$ cat config.mk
export PLATFORM = sky130hd
export DESIGN_NAME = fetch_unit
export DESIGN_NICKNAME = d
export VERILOG_FILES = /design/src/rtl/fetch_unit.sv
export SDC_FILE = /design/constraint.sdc
export NUM_CORES = 1
export LEC_CHECK = 0
export ABC_AREA = 1
export CAP_MARGIN = 40
export CORE_MARGIN = 2
export CORE_UTILIZATION = 50
export CTS_BUF_LIST = sky130_fd_sc_hd__clkbuf_8 sky130_fd_sc_hd__clkbuf_16
export DETAILED_ROUTE_END_ITERATION = 7
export PLACE_DENSITY_LB_ADDON = 0.3
export REMOVE_ABC_BUFFERS = 1
export SYNTH_ARGS = -nofsm -noshare
export SYNTH_HDL_FRONTEND = slang
export SYNTH_SLANG_ARGS = --single-unit
$ cat constraint.sdc
create_clock -name clk -period 4.4 [get_ports clk]
set_input_delay 0.44 -clock clk [delete_from_list [all_inputs] [get_ports clk]]
set_output_delay 0.44 -clock clk [all_outputs]
set_load 0.02 [all_outputs]
$ cat src/rtl/fetch_unit.sv
// Instruction fetch stage: owns the PC, reads the program RAM, buffers bytes in a small FIFO.
// Optional halt-opcode detection is enabled by defining FETCH_HALT_DETECT_EN.
module fetch_unit #(
  parameter int ADDR_W = 8,
  parameter int DATA_W = 8,
  parameter int DEPTH  = 4,
  parameter logic [DATA_W-1:0] HALT_OP = 8'hF0
) (
  input  logic              clk,
  input  logic              rst,
  input  logic              run,
  input  logic              jump,
  input  logic [ADDR_W-1:0] jump_addr,
  output logic              ram_read,
  output logic [ADDR_W-1:0] ram_address,
  input  logic [DATA_W-1:0] ram_out,
  output logic [DATA_W-1:0] instr,
  output logic [ADDR_W-1:0] instr_pc,
  output logic              instr_valid,
  input  logic              instr_ready,
  output logic [ADDR_W-1:0] pc,
  output logic              halted
);

`ifdef FETCH_HALT_DETECT_EN
  localparam bit HALT_EN = 1'b1;
`else
  localparam bit HALT_EN = 1'b0;
`endif

  localparam int PW = $clog2(DEPTH);
  localparam int CW = PW + 1;
  localparam logic [CW:0] DEPTH_C = (CW+1)'(DEPTH);

  typedef enum logic [1:0] {IDLE, FETCH, HALT} state_t;

  typedef struct packed {
    logic [DATA_W-1:0] data;
    logic [ADDR_W-1:0] pc;
  } entry_t;

  state_t               state, state_nxt;
  entry_t [DEPTH-1:0]   mem;
  logic [PW-1:0]        wr_ptr, rd_ptr;
  logic [CW-1:0]        count;
  logic                 req_q;
  logic [ADDR_W-1:0]    req_pc, pc_q;
  logic                 pop, push, halt_hit;
  logic [CW:0]          occ;

  assign instr_valid = (count != '0);
  assign pop         = instr_valid & instr_ready;
  // A byte returning in the jump cycle belongs to the old stream and is dropped.
  assign push        = req_q & ~jump;
  assign halt_hit    = push & (ram_out == HALT_OP);

  // Occupancy after this cycle's in-flight byte lands, counting the pop.
  assign occ      = {1'b0, count} + {{CW{1'b0}}, req_q} - {{CW{1'b0}}, pop};
  assign ram_read = (state == FETCH) & ~jump & (occ < DEPTH_C);

  assign pc          = pc_q;
  assign ram_address = pc_q;
  assign instr       = mem[rd_ptr].data;
  assign instr_pc    = mem[rd_ptr].pc;
  assign halted      = HALT_EN & (state == HALT);

  always_comb begin
    state_nxt = state;
    case (state)
      IDLE:    if (run) state_nxt = FETCH;
      FETCH: begin
        if (HALT_EN && halt_hit) state_nxt = HALT;
        else if (!run)           state_nxt = IDLE;
      end
      HALT:    if (jump) state_nxt = run ? FETCH : IDLE;
      default: state_nxt = IDLE;
    endcase
  end

  always_ff @(posedge clk or negedge rst) begin
    if (!rst) begin
      state  <= IDLE;
      pc_q   <= '0;
      req_q  <= 1'b0;
      req_pc <= '0;
      wr_ptr <= '0;
      rd_ptr <= '0;
      count  <= '0;
      mem    <= '0;
    end else begin
      state <= state_nxt;
      req_q <= ram_read;
      if (jump)          pc_q <= jump_addr;
      else if (ram_read) pc_q <= pc_q + ADDR_W'(1);
      if (ram_read)      req_pc <= pc_q;

      if (jump) begin
        wr_ptr <= '0;
        rd_ptr <= '0;
        count  <= '0;
      end else begin
        if (push) begin
          mem[wr_ptr] <= '{data: ram_out, pc: req_pc};
          wr_ptr      <= wr_ptr + PW'(1);
        end
        if (pop) rd_ptr <= rd_ptr + PW'(1);
        case ({push, pop})
          2'b10:   count <= count + CW'(1);
          2'b01:   count <= count - CW'(1);
          default: count <= count;
        endcase
      end
    end
  end

endmodule

Yosys cells after proc, flatten, opt, wreduce, memory -nomap -nowiden. Cells that the tools add are included. W data, S select, Z words.

$add $sub $neg: 7. Multiply operators: 0. Div/mod/pow operators: 0. Magnitude comparators: 4. Eq/ne operators: 7. Shift operators: 0. Multiplexer cells: 18. Bitwise gates (word level): 5. Reductions and logical operators: 9.

Operator list (count): $bwmux W64 (1); $bmux W16 S2 (1); $demux W16 S2 (1); $mux W16 (2); $mux W8 (2); $mux W2 (7); $add A8 B1 Y8 const B (1); $lt A2 B3 Y1 const B (2); $ne A2 B2 Y1 const B (3); $pmux W2 S3 (1); $pmux W3 S2 (1); $reduce_bool A2 Y1 (3); $reduce_bool A3 Y1 (2); $add A2 B1 Y2 const B (2); $add A3 B1 Y4 (1); $and A1 B1 Y1 (4); $eq A2 B1 Y1 const B (2); $eq A2 B2 Y1 const B (2); $lt A4 B3 Y1 const B (1); $sub A4 B1 Y4 (1); $add A3 B1 Y3 const B (1); $mux W3 (1); $reduce_and A3 Y1 (1); $sub A3 B1 Y3 const B (1); 6 further kinds (6).

Bits in registers: 90. Bits in latches: 0. RAM bits: 0. Memory bits (read-only): 0. Input port bits: 21. Memories: 0.

Depth between registers and ports, before layout.
Word-level depth: 7. Mapped depth: 18.

Least setup slack after synthesis. No wires, ideal clock.

Kind: register -> output. Start point: register count[0]. End point: output ram_read. Arrival: 1896 ps. Data required time: 3960 ps. Setup slack: 2064 ps. Cell stages (with the launch flop): 17. Cells stage by stage: dfrtp_1 -> inv_2 -> nand3_2 -> nand2_1 -> inv_1 -> ha_1 -> inv_1 -> ha_1 -> nand2_1 -> inv_1 -> nand2_1 -> nand2_1 -> nand2_1 -> nand2_1 -> inv_2 -> nand2_4 -> inv_1.

Word-level cells in the longest chain between the ends: 5.

Ends and longest elaborated chain: start: declaration (RTL line 45) `logic [CW-1:0] count;`; start signal: assignment (RTL line 108) `2'b10: count <= count + CW'(1);`; start signal: assignment (RTL line 109) `2'b01: count <= count - CW'(1);`; start signal: assignment (RTL line 110) `default: count <= count;`; $reduce_bool A3 Y1 (RTL line 51) `assign instr_valid = (count != '0);`; named net instr_valid (RTL line 19) `output logic instr_valid,`; $and A1 B1 Y1 (RTL line 52) `assign pop = instr_valid & instr_ready;`; $sub A4 B1 Y4 (RTL line 58) `assign occ = {1'b0, count} + {{CW{1'b0}}, req_q} - {{CW{1'b0}}, pop};`; $lt A4 B3 Y1 (RTL line 59) `assign ram_read = (state == FETCH) & ~jump & (occ < DEPTH_C);`; $and A1 B1 Y1 (RTL line 59); end: declaration (RTL line 14) `output logic ram_read,`.

The timed path passes the listed nets, and every way through them passes these cells.

Final worst setup path.
Start point: register count[1]. End point: output ram_read.

Word-level cells in the longest chain between the ends: 5.

Ends and longest elaborated chain (RTL line): parallel branches: the longest is 2 deep, another holds $add A3 B1 Y4; $sub A4 B1 Y4 (*) (58); $lt A4 B3 Y1 (*) (59); $and A1 B1 Y1 (*) (59).

Mark *: on every way between the ends.

==> results.toml <==
[detailed_routing]
met3_length_um = 397
drtAntennaViolNets = 0
first_pass_iters = 4
drc = 0
vias = 3424
wl_met1_um = 4125
met2_length_um = 4213
drtIter0Drc = 205
vias_per_cell = 5.212
drt-total-wl_um = 8843
wl_per_cell_um = 13.46
top_layer = "met4"

[logic_synthesis]
yosys.area.top_type_share_pct = 52.35
yosys-top-cells-area = "dfrtp_1 (52%), nand2_1 (12%), o21ai_1 (6.9%), o21ai_0 (6.0%), nor2_1 (3.4%)"
synth_top_area_cell = "dfrtp_1"
synthDistinctLibCells = 29
ys_ff_latch = 89
ys_warn_count = 0
postSynthAreaPerCell_um2 = 8.325
netlist_instances = 511
ys_seq_area_share_pct = 52.35
synthesis.area_mm2 = 0.004254

[worst_setup_path]
critPathRequiredTime_ns = 3.96
endpoint_kind = "output port"
r2r_slack_ns = 2.10
crit_fanout = 23
path_class = "reg -> out"
r2r_start = "count[1]"
reg2reg_to = "pc[1]"
cp-start-kind = "flop"
r2r.worst_path.cells = 17
critPathArrivalTime_ns = 3.02

[sta]
setup_violations = 0
fmax_mhz = 288.7
finalCriticalPeriod_ns = 3.464
slew_headroom_pct = 56.77
period_share_pct = 78.73
rsz0062_at_grt = "false"
clock_skew_ns = 0.01222
finalMaxSlewViolations = 0
hold_violations = 0
worstMarginPinSlew_ns = 0.6461
setup-tns-final_ns = 0

[clocking]
post_cts_buffers = 0
worstSkewPairLatency_ns = 0.36
cts_root_buf = "clkbuf_8"
cts_tree = "built"
htree_levels = 3
clkSinkCount = 89
clockBufferDepth = 2
numCtsBuffers = 9
cts_resized = 0
postCtsHoldBufs = 0
clk_pin_slew_ns = 0.09

[floorplan]
die_y_um = 96.24
num_rows = 33
die_w_um = 96.24
fp.dieArea_mm2 = 0.009262
start_util_pct = 51.77
coreArea_mm2 = 0.008217
ios = 56

[placement]
io_buffer_count = 54
gp_congestion = 0.8384
hpwl_um = 5943
dpl_cell_area_mm2 = 0.004808

[global_route]
antenna_found_initial = 0
overflow = 0
track_usage_pct = 21.22
grt_pass1_vias = 3375
grt_max_degree = 53
grt_pass1_wl_um = 15120

[power_and_ir_drop]
peakVddDrop_mv = 0.4094
power_per_cell_area_mw_per_mm2 = 670.4
leakage_uw = 0.002413

[final_layout]
drive_above_1_share_pct = 7.065
diodes = 0
final_common_cell = "nand2_1"
final_cell_mix = "nand2_1 (133), dfrtp_1 (89), o21ai_1 (59), clkdlybuf4s50_1 (53), o21ai_0 (51)"
final_nets = 577
fin_area_mm2 = 0.005019
syn_to_final_growth_pct = 17.97

[run]
maxCapViolCount = 0

[run_status]
status = "finished, final reports clean"

[worst_hold_path]
hp-class = "in -> async"
sequential cells by signal, summed over array words and instances (netlist names):
signal,flops
req_pc,8
state,1
req_q,1
rd_ptr,2
count,3
wr_ptr,2
mem,64
pc,8
cell usage after synthesis:
master,number
a21oi_1,5
a21oi_2,1
a22o_1,1
buf_2,14
buf_4,9
buf_6,3
clkbuf_1,9
clkbuf_2,1
conb_1,1
dfrtp_1,89
fa_1,1
ha_1,8
inv_1,37
inv_2,5
nand2_1,133
nand2_2,2
nand2_4,1
nand3_1,18
nand3_2,2
nor2_1,38
nor2_2,2
nor2_8,1
o21ai_0,51
o21ai_1,59
o21ai_2,1
o22ai_1,16
o31ai_1,1
xnor2_1,1
xor2_1,1
layout make-up:
| type | count | area (um^2) |
|---|---|---|
| fillers | 733 | 3198 |
| flip-flops and latches | 89 | 2227 |
| multi-input cells | 344 | 1659 |
| repair buffers | 61 | 633.1 |
| inverters | 42 | 157.7 |
| clock buffers | 10 | 137.6 |
| well taps | 105 | 131.4 |
| clock inverters | 6 | 72.57 |
worst max-delay path, stage by stage (launching register included):
cell,delay [ns]
dfrtp_1,0.42
inv_1,0.12
nand3_2,0.10
nand2_1,0.11
inv_1,0.07
ha_1,0.17
inv_1,0.06
ha_1,0.23
nand2_1,0.07
inv_1,0.04
nand2_1,0.08
nand2_1,0.05
nand2_1,0.06
nand2_1,0.06
inv_2,0.06
nand2_4,0.15
inv_1,0.18
clkdlybuf4s50_1,0.64
kinds of logic after synthesis:
group / Yosys count / share of synthesized area, %
and+or+nand+nor: 197 / 19.00
AOI/OAI and AO/OA: 135 / 16.68
DFF: 89 / 52.35
buffers and inverters: 78 / 8.647
adders and majority gates: 9 / 2.824
xor gates and xnor gates: 2 / 0.4118
other: 1 / 0.08815
how the worst max path moves through the flow:
stage,start,end
CTS,count[0],ram_read
finish,count[1],ram_read
global placement,instr_ready,ram_read
detailed placement,instr_ready,ram_read
global route,count[0],ram_read
floorplan,count[0],ram_read
per-stage QoR:
step / setup WS, ns / hold WS [ns] / utilization, % / power, uW / cells
floorplan: 1.976 / 0.1444 / - / 2146 / 475
global placement: 1.085 / 0.4343 / 57.64 / 2740 / 637
detailed placement: 1.018 / 0.4412 / 58.52 / 2804 / 641
CTS: 0.9264 / 0.03826 / 61.08 / 3395 / 657
global route: 0.7089 / 0.05888 / 61.08 / 3624 / 657
finish: 0.9357 / 0.02904 / 61.08 / 3365 / 657
report_power, final:
part | internal [uW] | total (uW) | switching, uW
registers | 1050 | 1220 | 169
clock network | 285 | 582 | 297
logic | 663 | 1560 | 896
layer usage:
metal	track usage (%)	vias up
li1	-	1724
met1	26.12	1606
met2	36.75	85
met3	4.385	9
met4	7.738	0
met5	0	-
No activity file was read; power rests on OpenSTA's default activity.
